### src/rtl/delaybuffer_pkg.sv
// Shared width helpers and channel-id type for the delay-buffer round-robin arbiter.
package delaybuffer_pkg;

    function automatic int chan_w(input int n);
        return (n <= 2) ? 1 : $clog2(n);
    endfunction

    function automatic int cnt_w(input int b);
        return $clog2(b + 1);
    endfunction

    localparam int CHANS_DEF = 4;

    typedef logic [chan_w(CHANS_DEF)-1:0] chan_id_t;

endpackage

### src/rtl/rr_priority_select.sv
// Wrapping priority scan: finds the first set request at or after a start index.
module rr_priority_select
    import delaybuffer_pkg::*;
#(
    parameter  int chans_p = 4,
    localparam int CHAN_W  = chan_w(chans_p)
) (
    input  logic [chans_p-1:0] i_req,
    input  logic [CHAN_W-1:0]  i_start,
    output logic               o_found,
    output logic [CHAN_W-1:0]  o_grant
);

    always_comb begin : scan
        int idx;
        o_found = 1'b0;
        o_grant = '0;
        idx     = 0;
        // Walk offsets from farthest to nearest so the nearest hit wins.
        for (int i = chans_p - 1; i >= 0; i--) begin
            idx = int'(i_start) + i;
            if (idx >= chans_p) idx = idx - chans_p;
            if (i_req[idx]) begin
                o_found = 1'b1;
                o_grant = CHAN_W'(idx);
            end
        end
    end

endmodule

### src/rtl/delaybuffer_rr_arbiter.sv
// Round-robin arbiter with bounded burst hold feeding a one-entry registered
// output stage tagged with the source channel.
module delaybuffer_rr_arbiter
    import delaybuffer_pkg::*;
#(
    parameter  int chans_p = 4,
    parameter  int width_p = 8,
    parameter  int burst_p = 4,
    localparam int CHAN_W  = chan_w(chans_p),
    localparam int CNT_W   = cnt_w(burst_p)
) (
    input  logic                       clk_i,
    input  logic                       reset_i,
    input  logic [chans_p-1:0]         valid_i,
    input  logic [chans_p*width_p-1:0] data_i,
    output logic [chans_p-1:0]         ready_o,
    output logic                       valid_o,
    output logic [width_p-1:0]         data_o,
    output logic [CHAN_W-1:0]          chan_o,
    input  logic                       ready_i
);

    localparam logic [CHAN_W-1:0] LAST_CHAN = CHAN_W'(chans_p - 1);
    localparam logic [CNT_W-1:0]  BURST_MAX = CNT_W'(burst_p);

    logic                r_valid;
    logic [width_p-1:0]  r_data;
    logic [CHAN_W-1:0]   r_chan;
    logic [CHAN_W-1:0]   r_last;
    logic [CNT_W-1:0]    r_cnt;

    logic [CHAN_W-1:0]   w_start;
    logic [CHAN_W-1:0]   w_grant;
    logic [CHAN_W-1:0]   w_sel;
    logic [width_p-1:0]  w_data;
    logic                w_found;
    logic                w_hold;
    logic                w_load;
    logic                w_accept;

    assign w_start = (r_last == LAST_CHAN) ? '0 : r_last + 1'b1;

    rr_priority_select #(.chans_p(chans_p)) u_select (
        .i_req   (valid_i),
        .i_start (w_start),
        .o_found (w_found),
        .o_grant (w_grant)
    );

    // r_cnt==0 only right after reset: no burst in progress, so channel 0 wins.
    assign w_hold   = valid_i[r_last] && (r_cnt != '0) && (r_cnt < BURST_MAX);
    assign w_sel    = w_hold ? r_last : w_grant;
    // No handshake completes while reset is asserted; that beat would be lost.
    assign w_load   = reset_i && (ready_i || !r_valid);
    assign w_accept = w_load && w_found;

    always_comb begin
        // NOTE: defaults first so every path assigns every output and no latch is inferred.
        w_data  = '0;
        ready_o = '0;
        for (int k = 0; k < chans_p; k++) begin
            if (w_sel == CHAN_W'(k)) begin
                w_data     = data_i[k*width_p +: width_p];
                ready_o[k] = w_accept;
            end
        end
    end

    // NOTE: non-blocking assignments so every register samples pre-edge values.
    always_ff @(posedge clk_i) begin
        if (!reset_i) begin
            r_valid <= 1'b0;
            r_data  <= '0;
            r_chan  <= '0;
            r_last  <= LAST_CHAN;
            r_cnt   <= '0;
        end else if (w_accept) begin
            r_valid <= 1'b1;
            r_data  <= w_data;
            r_chan  <= w_sel;
            if (w_hold) begin
                r_cnt <= r_cnt + 1'b1;
            end else begin
                r_last <= w_sel;
                r_cnt  <= CNT_W'(1);
            end
        end else if (w_load) begin
            r_valid <= 1'b0;
        end
    end

    assign valid_o = r_valid;
    assign data_o  = r_data;
    assign chan_o  = r_chan;

endmodule

### config.mk
export PLATFORM = sky130hd
export DESIGN_NAME = delaybuffer_rr_arbiter
export DESIGN_NICKNAME = d
export VERILOG_FILES = /design/src/rtl/delaybuffer_pkg.sv /design/src/rtl/rr_priority_select.sv /design/src/rtl/delaybuffer_rr_arbiter.sv
export SDC_FILE = /design/constraint.sdc
export NUM_CORES = 1
export LEC_CHECK = 0
export BUFFER_PORTS_ARGS = -buffer_cell sky130_fd_sc_hd__buf_2
export CORE_MARGIN = 5
export CORE_UTILIZATION = 35
export CTS_BUF_LIST = sky130_fd_sc_hd__clkbuf_8
export CTS_CLUSTER_SIZE = 12
export DETAILED_ROUTE_END_ITERATION = 6
export PLACE_DENSITY_LB_ADDON = 0.08
export SLEW_MARGIN = 20
export SYNTH_ARGS = -nofsm -noshare
export SYNTH_HDL_FRONTEND = slang
export SYNTH_SLANG_ARGS = --single-unit
### constraint.sdc
create_clock -name clk_i -period 3.7 [get_ports clk_i]
set_input_delay 0.185 -clock clk_i [delete_from_list [all_inputs] [get_ports clk_i]]
set_output_delay 0.185 -clock clk_i [all_outputs]
set_load 0.02 [all_outputs]
==> results of run 1 <==
[path summary, 6_finish.rpt]
check / cells after the start / slack (ns) / endpoint / startpoint
worst max-delay path: 9 / 0.53 / ready_o[0] / r_last[0]
worst min-delay path: 2 / 0.15 / data_o[7] / data_i[15]
worst max register to register: 9 / 0.61 / data_o[2] / r_last[0]
worst min register to register: 2 / 0.45 / chan_o[1] / chan_o[1]
[logic make-up (layout without fill, tap and decap cells)]
kind of cell             Yosys count  after routing
AND/OR/NAND/NOR                   64             64
buffers and inverters             18             65
adder cells (fa/ha/maj)            4              4
AO/OA/AOI/OAI                     39             39
flip-flops                        16             16
XOR/XNOR                           1              1
multiplexers                      15             15
[metal layers]
layer / routed length (µm) / global-route usage (%) / up-vias
met2: 1830 / 27.0 / 44
met5: 0 / 0 / -
li1: - / - / 673
met1: 1550 / 18.5 / 610
met4: 17 / 3.13 / 0
met3: 214 / 3.69 / 2
[where the power goes]
group | total, W | switching (W) | leakage [nW] | internal (W)
sequential | 0.000255 | 0.0000331 | 0.132 | 0.000222
clock | 0.000132 | 0.0000594 | 0.0216 | 0.0000721
combinational | 0.000507 | 0.000289 | 0.654 | 0.000217
[cell type report]
cell class	count	area share (%)
clock buffers	3	2.57
inverters	5	1.17
multi-input cells	123	54.1
flip-flops and latches	16	20.0
well taps	48	3.74
repair buffers	57	18.4
[sequential cells by signal (all words and copies together), names as in the netlist]
register	count
data_o	8
r_last	2
valid_o	1
r_cnt	3
chan_o	2
[cells in the final DEF, fill, tap and decap left out, drive strengths merged, types with 2 or more instances in the layout]
master,count
buf,57
dfxtp,16
nor2,16
mux2i,13
and3,11
nand2,11
o21ai,8
a21oi,7
nand2b,5
a2111o,5
inv,5
nor3,5
a21boi,5
nand3,4
ha,4
clkbuf,3
and2,3
nor4,2
nor3b,2
o311a,2
a31oi,2
o221ai,2
[metrics by stage]
step           power, W  setup slack (ns)  hold WS (ns)  util, %  cells
2_1_floorplan  0.000639             0.764         0.310        -    157
3_3_place_gp   0.000755             0.702         0.398     43.3    249
3_5_place_dp   0.000769             0.587         0.400     43.3    249
4_1_cts        0.000902             0.496         0.146     44.5    252
5_1_grt        0.000967             0.257         0.150     44.5    252
6_report       0.000893             0.526         0.147     44.5    252
==> out/qor.yml, run 1 <==
status: "finished clean"
syn-mean-instance-area_um2: 8.23
htree_levels: 1
netlist_area_um2: 1290
rsz0062_at_grt: "false"
grt_pass1_wl_um: 6270
slew_headroom_pct: 70.4
wl_per_cell_um: 14.3
synthAdderAreaFrac_pct: 3.87
cts_root_buf: "clkbuf_8"
clk_pin_slew_ns: 0.06
finClkSkew_ns: 0.000880
nFillCells: 374
die_w_um: 70.8
grt-ovfl-total: 0
yosys.area_share.simple_pct: 27.2
synth_edf_count: 0
place.gp.congestion: 0.801
drt-pass1-iter-count: 4
yosys.area.top_type_share_pct: 24.8
critical_path.cell_chain: "inv_1 -> ha_1 -> xnor2_2 -> mux2i_1 -> nor2_1 -> o311a_1 -> nand2b_1 -> nor2_1 -> buf_2"
tritoncts: "done"
synth_top_family_by_area: "simple AND/OR/NAND/NOR gates"
synth.most_common_cell: "dfxtp_1"
cp.required_ns: 3.51
yosys-mux-area-fraction_pct: 12.7
setup_viol: 0
timing.final.crit_period_ns: 3.17
fmax_mhz: 315
portBuffers: 53
slowest_delay_ns: 0.59
totalWireLength_um: 3610
die_h_um: 70.8
ir_worst_vdd_uv: 217
regArea_um2: 320
pin_count: 54
ys_ff_latch: 16
nets: 249
cp-end-kind: "output port"
antenna_found_initial: 0
crit_top_cell: "nor2_1"
grt_pass1_vias: 1383
ys_seq_area_share_pct: 24.8
drtAntennaViolNets: 0
synthTopCellsByCount: "dfxtp_1 (16), nor2_1 (15), mux2i_1 (13)"
cts_setup_buffers: 0
numCtsBuffers: 3
hold_viol: 0
syn_inst: 157
crit_family: "flip-flops"
rows: 22
period_share_pct: 85.8
cp_num_buf_inv: 2
synth.distinct_cells: 48
worstSkewPairLatency_ns: 0.24
synth_xor_area_share_pct: 1.26
die_area_um2: 5010
vias: 1329
cap_viol_max_count: 0
dp_hpwl_um: 2910
initial_utilization_pct: 35.8
multiInputGateArea_um2: 868
min_path_type: "primary input to register"
clockBufferDepth: 2
grt_use_total_pct: 15.2
syn_nets: 200
drv_slew: 0
slowest_stage: "dfxtp_1"
synth-compound-area-share_pct: 22.2
yosys_warnings: 0
synth_ff_type: "dfxtp_1"
grt_max_degree: 19
dr.first_iter.drc_count: 25
drc: 0
tns_ns: 0
power_leakage_nw: 0.808
cp.arrival_ns: 2.99
placed_cell_area_um2: 1560
cts_sinks: 16
diodes: 0
p_per_area_nw_per_um2: 557
coreArea_um2: 3610
cts_hold_buf: 0
design_area_um2: 1600
worst-slew-pin-transition_ns: 0.440
yosysTopAreaCell: "dfxtp_1"
cp-start-kind: "register"
routed_via_density: 5.27
cts.repair.resized: 0
crit_fanout: 14
path_class: "register to output port"
synth_top_cells_by_area: "dfxtp_1 (25%), mux2i_1 (10%), and3_1 (5.3%)"
synthToLayoutAreaGrowth_pct: 24.1
ys_async_sr_fraction_pct: 0
drive_above_1_share_pct: 33.8
(Power assumes the default switching activity.)
==> run 2, diff against run 1 <==
- PLACE_DENSITY_LB_ADDON: 0.08 -> default
==> run 2 against run 1 <==
Against the previous run: critical path type unchanged; largest cell class unchanged; sequential share of layout area shrank 0.17 points; via count shrank 2.7%; power grew 2.0%.
==> out/qor.yml, run 2 (synthesis gave the netlist of run 1 again) <==
wl_per_cell_um: 13.4  # -6.4%
worstSkewPairLatency_ns: 0.25  # about the same
path_class: "register to output port"
final_cell_mix: "buf_2 (53), dfxtp_1 (16), nor2_1 (15), mux2i_1 (13), and3_1 (11)"
grt-ovfl-total: 0  # unchanged
switchingPower_w: 0.000378  # -1.0%
routed_via_density: 5.11  # -3.1%
cts_sinks: 16  # unchanged
crit_fanout: 12  # -2
layout_commonest_cell: "buf_2"
cp.arrival_ns: 2.97  # -0.02 ns
r2r_cells: 9  # unchanged
whs_path_depth: 2  # unchanged
drv_slew: 0  # unchanged
die_w_um: 70.8  # unchanged
totalWireLength_um: 3400  # -6.0%
grt_pass1_wl_um: 5830  # -6.9%
cts.repair.resized: 0  # unchanged
diodes: 0  # unchanged
status: "finished clean"
synthToLayoutAreaGrowth_pct: 25.2
slew_headroom_pct: 70.7  # +0.26 points
cts_root_buf: "clkbuf_8"
largest_reg_flops: 8  # unchanged
min_path_type: "primary input to register"
fmax_mhz: 317  # +0.47%
rsz0062_at_grt: "false"
power_leakage_nw: 0.816  # +0.89%
setup_ws_ns: 0.541  # +0.0147 ns
p_per_area_nw_per_um2: 563  # +1.2%
grt_pass1_vias: 1336  # -3.4%
grt_max_degree: 19  # unchanged
numCtsBuffers: 3  # unchanged
p_int_w: 0.000533  # +4.3%
cp.required_ns: 3.51  # about the same
hold_viol: 0  # unchanged
switching_share_pct: 41.5  # -1.3 points
drc: 0  # unchanged
clock_power_share_pct: 17.2  # +2.5 points
cts_setup_buffers: 0  # unchanged
die_h_um: 70.8  # unchanged
holdCritStartpoint: "data_i[10]"
period_share_pct: 85.4  # -0.40 points
tns_ns: 0  # unchanged
htree_levels: 1  # unchanged
drive_above_1_share_pct: 34.1  # +0.32 points
dr.first_iter.drc_count: 45  # +80%
r2r_start: "r_last[0]"
initial_utilization_pct: 35.8  # unchanged
coreArea_um2: 3610  # unchanged
tritoncts: "done"
pin_count: 54  # unchanged
ir_worst_vdd_uv: 246  # +14%
portBuffers: 53  # unchanged
cp-start-kind: "register"
worst-slew-pin-transition_ns: 0.440  # +0.0000839 ns
cts_hold_buf: 0  # unchanged
grt_use_total_pct: 14.1  # -1.1 points
rows: 22  # unchanged
clk_pin_slew_ns: 0.07  # about the same
timing.final.crit_period_ns: 3.16  # -0.0147 ns
drtAntennaViolNets: 0  # unchanged
pwr-share-comb_pct: 55.1  # -1.6 points
nFillCells: 384  # +2.7%
clockBufferDepth: 2  # unchanged
cap_viol_max_count: 0  # unchanged
drt-pass1-iter-count: 4  # unchanged
cp-end-kind: "output port"
nets: 249  # unchanged
die_area_um2: 5010  # unchanged
pre_cts_ws_ns: 0.705  # +0.118 ns
dp_hpwl_um: 2630  # -9.6%
vias: 1293  # -2.7%
setup_viol: 0  # unchanged
place.gp.congestion: 0.722  # -9.8%
antenna_found_initial: 0  # unchanged
startpoint: "r_last[0]"
reg2reg_setup_slack_ns: 0.68  # +0.07 ns
finClkSkew_ns: 0.00533  # +0.00445 ns
seqPwrFrac_pct: 27.7  # -0.9 points
[run 2: cell type report]
cell class,instances,area (µm²),share of cell area (%)
Clock buffer,4,55.1,3.40
Inverter,5,18.8,1.16
Multi-Input combinational cell,123,868,53.7
Sequential cell,16,320,19.8
Tap cell,48,60.1,3.71
Timing Repair Buffer,57,295,18.3
[run 2: power by group through the flow]
stage | clock network, W | logic [W] | registers (W)
after floorplan | 0 | 0.000337 | 0.000302
after global placement | 0 | 0.000504 | 0.000257
after detailed placement | 0 | 0.000503 | 0.000255
after CTS | 0.000161 | 0.000505 | 0.000253
after global routing | 0.000170 | 0.000553 | 0.000261
final | 0.000156 | 0.000503 | 0.000253
[run 2: worst max-delay path: stages, from the launching register on]
cell      delay (ns)
dfxtp_1         0.55
inv_1           0.08
ha_1            0.44
xnor2_2         0.23
mux2i_1         0.24
nor2_1          0.08
o311a_1         0.51
nand2b_1        0.34
nor2_1          0.08
buf_2           0.17
[run 2: per-stage QoR]
step	util, %	hold WS (ns)	cells	total power (W)	area (µm²)
CTS	44.9	0.142	253	0.000918	1620
finish	44.9	0.143	253	0.000912	1620
detailed placement	43.3	0.403	249	0.000758	1560
floorplan	-	0.310	157	0.000639	1290
global route	44.9	0.137	253	0.000984	1620
global placement	43.3	0.400	249	0.000761	1560
[run 2: metal layers]
layer | up-vias | wire length (µm) | GRT usage, %
met4 | 0 | 43 | 4.38
met3 | 5 | 174 | 3.69
met1 | 584 | 1650 | 18.2
met2 | 29 | 1530 | 23.0
li1 | 675 | - | -
met5 | - | 0 | 0
[run 2: worst paths after layout]
path,to
setup / recovery,ready_o[2]
hold / removal,data_o[2]
setup reg to reg,data_o[0]
hold reg to reg,chan_o[1]
==> run 3, diff against run 2 <==
- PLACE_DENSITY_LB_ADDON: default -> 0.05
==> run 3 against run 2 <==
Against the previous run: core utilization grew 0.10 points; final area grew 0.23%; power grew 0.80%; clock power is essentially flat; clock skew shrank 0.0010 ns; hold slack lost 0.0011 ns; register-to-register slack lost 0.12 ns; worst setup slack lost 0.093 ns; critical endpoint is now ready_o[1]; largest power group unchanged.
==> out/qor.yml, run 3 (synthesis gave the netlist of run 1 again) <==
layout_commonest_cell: "buf_2"
tns_ns: 0  # unchanged
diodes: 0  # unchanged
drive_above_1_share_pct: 34.6  # +0.49 points
place.gp.congestion: 0.826  # +14%
vias: 1328  # +2.7%
worst-slew-pin-transition_ns: 0.501  # +0.0613 ns
drtAntennaViolNets: 0  # unchanged
portBuffers: 53  # unchanged
r2r_cells: 9  # unchanged
layout.cells.non_filler: 253  # unchanged
clockBufferDepth: 2  # unchanged
cp.required_ns: 3.51  # about the same
numCtsBuffers: 3  # unchanged
path_class: "register to output port"
drv_slew: 0  # unchanged
cp.arrival_ns: 3.07  # +0.10 ns
die_w_um: 70.8  # unchanged
dp_hpwl_um: 2760  # +4.9%
worstSkewPairLatency_ns: 0.25  # about the same
slowest_stage: "dfxtp_1"
critical_path.cell_chain: "inv_1 -> ha_1 -> xnor2_2 -> mux2i_1 -> o311a_1 -> a21oi_2 -> nand2_2 -> nor2_2 -> buf_2"
rsz0062_at_grt: "false"
cp-start-kind: "register"
hold_end: "data_o[7]"
slowest_delay_ns: 0.63  # +0.08 ns
placed_cell_area_um2: 1560  # unchanged
grt_pass1_wl_um: 6070  # +4.2%
coreArea_um2: 3610  # unchanged
cts_sinks: 16  # unchanged
regArea_um2: 320  # unchanged
tritoncts: "done"
status: "finished clean"
nets: 249  # unchanged
r2r_start: "r_last[0]"
die_h_um: 70.8  # unchanged
wl_per_cell_um: 13.8  # +2.5%
cp-end-kind: "output port"
htree_levels: 1  # unchanged
min_path_type: "primary input to register"
initial_utilization_pct: 35.8  # unchanged
antenna_found_initial: 0  # unchanged
grt-ovfl-total: 0  # unchanged
dr.first_iter.drc_count: 99  # +120%
totalWireLength_um: 3480  # +2.5%
crit_family: "compound AO/OA/AOI/OAI gates"
pin_count: 54  # unchanged
period_share_pct: 87.9  # +2.5 points
timing.final.crit_period_ns: 3.25  # +0.0927 ns
ir_worst_vdd_uv: 251  # +2.0%
routed_via_density: 5.25  # +2.7%
setup_viol: 0  # unchanged
whs_path_depth: 2  # unchanged
cap_viol_max_count: 0  # unchanged
multiInputGateArea_um2: 872  # +0.43%
dp.cells: 249  # unchanged
die_area_um2: 5010  # unchanged
clk_pin_slew_ns: 0.07  # about the same
r2r-end: "data_o[4]"
final_cell_mix: "buf_2 (53), dfxtp_1 (16), nor2_1 (15), mux2i_1 (13), and3_1 (11)"
drc: 0  # unchanged
fmax_mhz: 308  # -2.8%
power_leakage_nw: 0.816  # about the same
cts_root_buf: "clkbuf_8"
slew_headroom_pct: 66.5  # -4.1 points
hold_viol: 0  # unchanged
reg2reg_setup_slack_ns: 0.56  # -0.12 ns
rows: 22  # unchanged
nFillCells: 380  # -1.0%
grt_use_total_pct: 14.6  # +0.50 points
grt_pass1_vias: 1360  # +1.8%
grt_max_degree: 19  # unchanged
cp_num_buf_inv: 2  # unchanged
largest_reg_flops: 8  # unchanged
p_per_area_nw_per_um2: 567  # +0.56%
holdCritStartpoint: "data_i[15]"
crit_fanout: 16  # +4
finClkSkew_ns: 0.00433  # -0.000999 ns
synthToLayoutAreaGrowth_pct: 25.5
drt-pass1-iter-count: 4  # unchanged
design_area_um2: 1620  # +0.23%
[run 3: cell types whose count changed in the layout (fill, tap and decap cells not counted)]
cell     before  now
a21oi_2       1    2
a21oi_1       6    5
[run 3: how the worst max path moves through the flow]
| stage | startpoint | to | depth (start not counted) |
|---|---|---|---|
| 2_1_floorplan | r_last[0] | data_o[0] | 13 |
| 3_3_place_gp | r_last[0] | data_o[0] | 9 |
| 3_5_place_dp | r_last[0] | data_o[4] | 9 |
| 4_1_cts | r_last[0] | ready_o[1] | 9 |
| 5_1_grt | r_last[0] | ready_o[0] | 8 |
| 6_report | r_last[0] | ready_o[1] | 9 |
[run 3: stage by stage]
stage,hold WS [ns],setup slack (ns),total power (W),utilization (%)
after detailed placement,0.403,0.462,0.000766,43.3
after CTS,0.140,0.223,0.000928,44.9
after global placement,0.400,0.559,0.000758,43.3
final,0.142,0.448,0.000919,45.0
after global routing,0.152,0.170,0.000997,45.0
after floorplan,0.310,0.764,0.000639,-
[run 3: repair_timing]
item / in CTS / in global routing
setup buffers: 0 / 0
setup endpoints to repair: 0 / 1
resized for setup: 0 / 1
hold buffers: 0 / 0
[run 3: metal layers]
| metal | GRT usage, % | vias up | routed length [µm] |
|---|---|---|---|
| li1 | - | 676 | - |
| met1 | 18.3 | 609 | 1560 |
| met2 | 25.6 | 41 | 1710 |
| met3 | 3.13 | 2 | 182 |
| met4 | 3.13 | 0 | 24 |
| met5 | 0 | - | 0 |
[run 3: layout make-up]
| cell class | count | area share (%) |
|---|---|---|
| flip-flops and latches | 16 | 19.8 |
| clock buffers | 4 | 3.40 |
| inverters | 5 | 1.16 |
| multi-input cells | 123 | 53.8 |
| repair buffers | 57 | 18.2 |
| well taps | 48 | 3.70 |
[run 3: power breakdown]
group          internal (W)  switching [W]
clock network     0.0000944      0.0000644
registers          0.000222      0.0000335
logic              0.000218       0.000286
total              0.000535       0.000384
